### src/rtl/if_id_pipe_reg.sv
// IF/ID pipeline register: valid/ready handshake with a 2-entry skid buffer,
// synchronous flush to NOP bubbles, and a saturating decode-stall counter.
module if_id_pipe_reg #(
   parameter int unsigned                INSTR_W     = 32,
   parameter int unsigned                PC_W        = 32,
   parameter logic [INSTR_W-1:0]         NOP_INSTR   = '0,
   parameter int unsigned                STALL_CNT_W = 16
) (
   input  logic                   clk,
   input  logic                   rst_n,
   input  logic                   flush,
   input  logic                   in_valid,
   output logic                   in_ready,
   input  logic [INSTR_W-1:0]     instruction_in,
   input  logic [PC_W-1:0]        npc_in,
   output logic                   out_valid,
   input  logic                   out_ready,
   output logic [INSTR_W-1:0]     instruction_out,
   output logic [PC_W-1:0]        npc_out,
   output logic [STALL_CNT_W-1:0] stall_cnt
);

   logic                   out_valid_q, out_valid_d;
   logic [INSTR_W-1:0]     out_instr_q, out_instr_d;
   logic [PC_W-1:0]        out_npc_q,   out_npc_d;
   logic                   skid_valid_q, skid_valid_d;
   logic [INSTR_W-1:0]     skid_instr_q, skid_instr_d;
   logic [PC_W-1:0]        skid_npc_q,   skid_npc_d;
   logic                   in_ready_q,  in_ready_d;
   logic [STALL_CNT_W-1:0] stall_cnt_q, stall_cnt_d;

   logic in_fire_c;
   logic slot_free_c;

   assign in_fire_c   = in_valid & in_ready_q;
   assign slot_free_c = ~out_valid_q | out_ready;

   // Output slot / skid slot next-state; the skid entry always drains before newer input.
   always_comb begin
      out_valid_d  = out_valid_q;
      out_instr_d  = out_instr_q;
      out_npc_d    = out_npc_q;
      skid_valid_d = skid_valid_q;
      skid_instr_d = skid_instr_q;
      skid_npc_d   = skid_npc_q;
      stall_cnt_d  = stall_cnt_q;

      if (flush) begin
         out_valid_d  = 1'b0;
         out_instr_d  = NOP_INSTR;
         skid_valid_d = 1'b0;
      end else if (slot_free_c) begin
         if (skid_valid_q) begin
            // in_ready is low whenever the skid is full, so no input can fire here
            out_valid_d  = 1'b1;
            out_instr_d  = skid_instr_q;
            out_npc_d    = skid_npc_q;
            skid_valid_d = 1'b0;
         end else if (in_fire_c) begin
            out_valid_d  = 1'b1;
            out_instr_d  = instruction_in;
            out_npc_d    = npc_in;
         end else begin
            out_valid_d  = 1'b0;
            out_instr_d  = NOP_INSTR;
         end
      end else if (in_fire_c) begin
         skid_valid_d = 1'b1;
         skid_instr_d = instruction_in;
         skid_npc_d   = npc_in;
      end

      if (out_valid_q && !out_ready && !flush && (stall_cnt_q != '1)) begin
         stall_cnt_d = stall_cnt_q + STALL_CNT_W'(1);
      end
   end

   assign in_ready_d = ~skid_valid_d;

   always_ff @(posedge clk or negedge rst_n) begin
      if (!rst_n) begin
         out_valid_q  <= 1'b0;
         out_instr_q  <= NOP_INSTR;
         out_npc_q    <= '0;
         skid_valid_q <= 1'b0;
         skid_instr_q <= '0;
         skid_npc_q   <= '0;
         in_ready_q   <= 1'b1;
         stall_cnt_q  <= '0;
      end else begin
         out_valid_q  <= out_valid_d;
         out_instr_q  <= out_instr_d;
         out_npc_q    <= out_npc_d;
         skid_valid_q <= skid_valid_d;
         skid_instr_q <= skid_instr_d;
         skid_npc_q   <= skid_npc_d;
         in_ready_q   <= in_ready_d;
         stall_cnt_q  <= stall_cnt_d;
      end
   end

   assign in_ready        = in_ready_q;
   assign out_valid       = out_valid_q;
   assign instruction_out = out_instr_q;
   assign npc_out         = out_npc_q;
   assign stall_cnt       = stall_cnt_q;

endmodule

### config.mk
export PLATFORM = sky130hd
export DESIGN_NAME = if_id_pipe_reg
export DESIGN_NICKNAME = d
export VERILOG_FILES = /design/src/rtl/if_id_pipe_reg.sv
export SDC_FILE = /design/constraint.sdc
export NUM_CORES = 1
export LEC_CHECK = 0
export ABC_AREA = 1
export CORE_MARGIN = 5
export CORE_UTILIZATION = 35
export CTS_CLUSTER_SIZE = 16
export DETAILED_ROUTE_END_ITERATION = 12
export GPL_ROUTABILITY_DRIVEN = 0
export GPL_TIMING_DRIVEN = 1
export PLACE_DENSITY_LB_ADDON = 0.15
export SLEW_MARGIN = 20
export SYNTH_ARGS = -nofsm -noshare
export SYNTH_HDL_FRONTEND = slang
export SYNTH_SLANG_ARGS = --single-unit
export TNS_END_PERCENT = 1
### constraint.sdc
create_clock -name clk -period 1.29 [get_ports clk]
set_input_delay 0.1935 -clock clk [delete_from_list [all_inputs] [get_ports clk]]
set_output_delay 0.1935 -clock clk [all_outputs]
set_load 0.1 [all_outputs]
Yosys cells after proc, flatten, opt, wreduce, memory -nomap -nowiden
Cells that the tools add are included.
- flip-flop bits (word level): 147
- bits of input ports: 69
- output and inout port bits: 82
- logic and storage cells: 38
- add/subtract/negate cells: 1
- eq/ne operators: 1
- mux-type cells: 13
- bitwise gates (word level): 6
- reduce and logical (&&, ||, !) cells: 9
- operators by type and width (kind ; count):
    $mux W32 ; 6
    $add A16 B1 Y16 const B ; 1
    $ne A16 B16 Y1 const B ; 1
    $mux W1 ; 7
    $reduce_and A3 Y1 ; 2
    $not A1 Y1 ; 4
    $reduce_bool A2 Y1 ; 2
    $logic_and A1 B1 Y1 ; 3
    $logic_not A1 Y1 ; 2
    $and A1 B1 Y1 ; 1
    $or A1 B1 Y1 ; 1

Longest topological paths before layout
- word-level depth: 5
- gate-level depth with buffers: 8
- gate-level depth less buffers: 8

Worst setup path after synthesis
Ideal clock, no wire load.
- kind: register -> register
- from: reg stall_cnt_q[1] (netlist: stall_cnt[1])
- to: reg stall_cnt_q[6] (netlist: stall_cnt[6])
- setup time: 0.068 ns
- arrival time: 2.127 ns
- data required time: 1.222 ns
- setup slack: -0.905 ns
- cell stages (with the launch flop): 9
- path buffers: 1
- clock period less this slack: 2.195 ns
- cells stage by stage: dfrtp_1 -> ha_1 -> nand3_1 -> nor3_4 -> nand2_4 -> nand2_4 -> buf_8 -> nand2_1 -> nand2_1
- longest elaborated chain between the ends: 2
- elaborated cells between the ends (all ways): 3
- those cells by class: 1 x add/sub; 1 x eq/ne; 1 x reduce/logical
- RTL lines (what ; RTL line ; RTL):
    start, declared ; 30 ; logic [STALL_CNT_W-1:0] stall_cnt_q, stall_cnt_d;
    start signal, assigned ; 98 ; stall_cnt_q <= stall_cnt_d;
    parallel branches: the longest is 2 deep, another holds $add A16 B1 Y16 ; - ;
Parallel ways; which one is timed is not known.
A chain may end at the register's enable or synchronous reset.

Worst setup path in the final report
- from: reg in_ready_q (netlist: in_ready)
- to: out in_ready
- RTL lines (what ; RTL line ; RTL):
    start, declared ; 29 ; logic in_ready_q, in_ready_d;
    start signal, assigned ; 97 ; in_ready_q <= in_ready_d;
    end, declared ; 13 ; output logic in_ready,
No word-level cell between the ends.

==> impl_metrics.py <==
metrics = {
    "outcome": {
        "outcome": "complete, but fails checks",
        "violations": "setup timing",
    },
    "routing": {
        "final_antenna_net_count": 0,
        "vias": 5787,
        "wl_per_cell_um": 14.2,
        "totalWireLength_um": 17600,
        "drt_iter0_drc": 305,
        "route.detailed.drc": 0,
        "drtPass1Iterations": 5,
        "drt-vias-per-instance": 4.67,
    },
    "timing": {
        "whs_ns": 0.206,
        "slew_viol_final": 0,
        "rsz0062_at_grt": "yes",
        "setup_violations": 128,
        "setup_tns_ns": -7.70,
        "hold_viol": 0,
        "max-slew-margin-rel": 0.725,
        "tightest_slew_ns": 0.412,
        "fin_skew_ns": 0.00695,
        "fmax_mhz": 664,
        "layout_setup_ws_ns": -0.216,
        "period_minus_slack_ns": 1.51,
        "fin_crit_sh": 1.17,
    },
    "clock_tree": {
        "cts_root_buffer": "clkbuf_16",
        "cts_tree": "yes",
        "insertion_delay_ns": 0.41,
        "cts.sinks": 147,
        "h-tree-depth": 4,
        "cts-buffers-inserted": 17,
        "cts_buffer_depth": 2,
        "clk_pin_slew_ns": 0.07,
        "cts_setup_buffers": 0,
    },
    "worst_hold_path": {
        "min_path_type": "input port to asynchronous set/reset pin",
    },
    "placed_design": {
        "dp.cells": 1207,
        "place_area_um2": 9680,
        "dp.final_hpwl_um": 12200,
        "port_buffers": 150,
    },
    "finish": {
        "stdcell_count": 1240,
        "final_area_um2": 10500,
        "layout-drive-gt1-share": 0.221,
        "syn_to_final_growth_pct": 60.1,
        "nNetsFinal": 1063,
        "n_fill_cell": 1618,
        "multi_input_area_um2": 2600,
        "final_cell_mix": "nand2_1, dfrtp_1, buf_12",
        "final_common_cell": "nand2_1",
        "regArea_um2": 3720,
        "antennaDiodeCount": 0,
    },
    "grt": {
        "grt_antenna_before_repair": 1,
        "overflow": 0,
        "grt_pass1_wl_um": 29900,
        "grt_usage": 0.170,
        "grt_max_degree": 58,
        "grt_pass1_vias": 5803,
    },
    "floorplan": {
        "initial_core_util": 0.354,
        "die_y_um": 147,
        "core-area_um2": 18600,
        "ios": 151,
        "die_w_um": 147,
        "dieArea_um2": 21600,
        "rows": 50,
    },
    "synth": {
        "synthCells": 810,
        "ys_seq_area_frac": 0.560,
        "ys_types": 27,
        "ys_ff_latch": 147,
        "synth_nets": 880,
        "synth_area_per_cell_um2": 8.12,
        "syn_area_um2": 6580,
        "ys_warn_count": 0,
    },
    "critical_path": {
        "cp_slowest_cell": "dfstp_4",
        "crit_path_cell_trace": "buf_6, buf_12",
        "critPathMaxStageDelay_ns": 0.64,
        "cp_max_fo": 2,
        "setup.worst_path.end_class": "primary output",
        "rrSetupSlack_ns": -0.11,
        "worstSetupPathType": "flop to primary output",
        "cp.arrival_ns": 1.31,
        "crit_path_start_kind": "flop",
        "cp.required_ns": 1.10,
    },
    "pwr": {
        "peakVddDrop_v": 0.00107,
        "p_leak_uw": 0.00501,
        "power_density_nw_per_um2": 1560,
    },
    "flow_run": {
        "maxCapViolCount": 0,
    },
}
==> flip-flops by register name, summed over array words and instances (netlist names) <==
register / count
skid_npc_q: 32
stall_cnt: 16
instruction_out: 32
in_ready: 1
skid_instr_q: 32
out_valid: 1
npc_out: 32
skid_valid_q: 1
==> metal layers <==
metal  GRT usage  share of wire  vias to the layer above
met5           0         0.0011                        -
met4      0.0615          0.013                        2
met3      0.0419          0.049                       23
met2       0.275           0.48                      131
met1       0.222           0.45                     2671
li1            -              -                     2960
==> what timing repair did <==
action | 4_1_cts | 5_1_grt
gates resized for setup | 30 | 63
endpoints found under the setup margin | 159 | 162
hold buffers | 1 | 0
pin swaps | 4 | 1
endpoints found under the hold margin | 121 | 0
==> stage by stage <==
step	power (uW)	setup slack, ns	utilization
2_1_floorplan	8890	-0.346	-
6_report	16400	-0.216	0.566
5_1_grt	17200	-0.252	0.566
3_3_place_gp	11100	-0.404	0.521
3_5_place_dp	11100	-0.449	0.521
4_1_cts	16600	-0.240	0.561
==> cells in the mapped netlist <==
| cell type | count | area [um^2] |
|---|---|---|
| a21oi_1 | 33 | 165 |
| and2_1 | 1 | 6.26 |
| and2_2 | 1 | 7.51 |
| buf_2 | 22 | 110 |
| buf_4 | 4 | 30.0 |
| buf_8 | 1 | 15.0 |
| clkbuf_1 | 20 | 75.1 |
| clkbuf_2 | 1 | 5.00 |
| dfrtp_1 | 146 | 3650 |
| dfstp_2 | 1 | 26.3 |
| ha_1 | 1 | 12.5 |
| inv_1 | 47 | 176 |
| inv_2 | 2 | 7.51 |
| nand2_1 | 292 | 1100 |
| nand2_2 | 1 | 6.26 |
| nand2_4 | 2 | 22.5 |
| nand3_1 | 36 | 180 |
| nand3b_1 | 1 | 7.51 |
| nand4_1 | 3 | 18.8 |
| nor2_1 | 50 | 188 |
| nor2_4 | 1 | 11.3 |
| nor3_1 | 2 | 10.0 |
| nor3_4 | 1 | 16.3 |
| o21ai_0 | 133 | 666 |
| o21ai_1 | 2 | 10.0 |
| xnor2_1 | 4 | 35.0 |
| xor2_1 | 2 | 17.5 |
==> final timing paths <==
check / depth (start not counted) / startpoint / end
max reg2reg: 7 / in_ready / skid_instr_q[0]
max in group asynchronous: 3 / rst_n / skid_instr_q[30]
max: 2 / in_ready / in_ready
min: 2 / rst_n / npc_out[12]
min in group clk: 3 / npc_in[12] / skid_npc_q[12]
min reg2reg: 2 / skid_instr_q[1] / skid_instr_q[1]
==> cells by family (layout without fill, tap and decap cells) <==
group                    count (synthesis)  in the layout  synth area share
adder cells (fa/ha/maj)                  1              1           0.00190
flip-flops                             147            147             0.560
buffers and inverters                   97            293            0.0637
AO/OA/AOI/OAI                          168            168             0.128
XOR/XNOR                                 6              6           0.00799
AND/OR/NAND/NOR                        391            391             0.239
==> report_power, final <==
part / switching, uW / leakage [uW] / total, uW / internal, uW
sequential: 600 / 0.00187 / 6040 / 5440
clock: 2030 / 0.000303 / 5300 / 3270
combinational: 3160 / 0.00284 / 5100 / 1940
total: 5790 / 0.00501 / 16400 / 10700
==> critical path, delay by kind of cell (launching register included) <==
kind	cells	cell delay, ns
flip-flops	1	0.64
buffers and inverters	2	0.26
==> final cells by class <==
cell class,count,share of cell area
Sequential cell,147,0.353
Timing Repair Buffer,212,0.293
Multi-Input combinational cell,566,0.247
Clock buffer,18,0.0408
Tap cell,234,0.0278
Clock inverter,14,0.0194
Inverter,49,0.0184
Note: power is estimated with default switching activity, not from simulation.
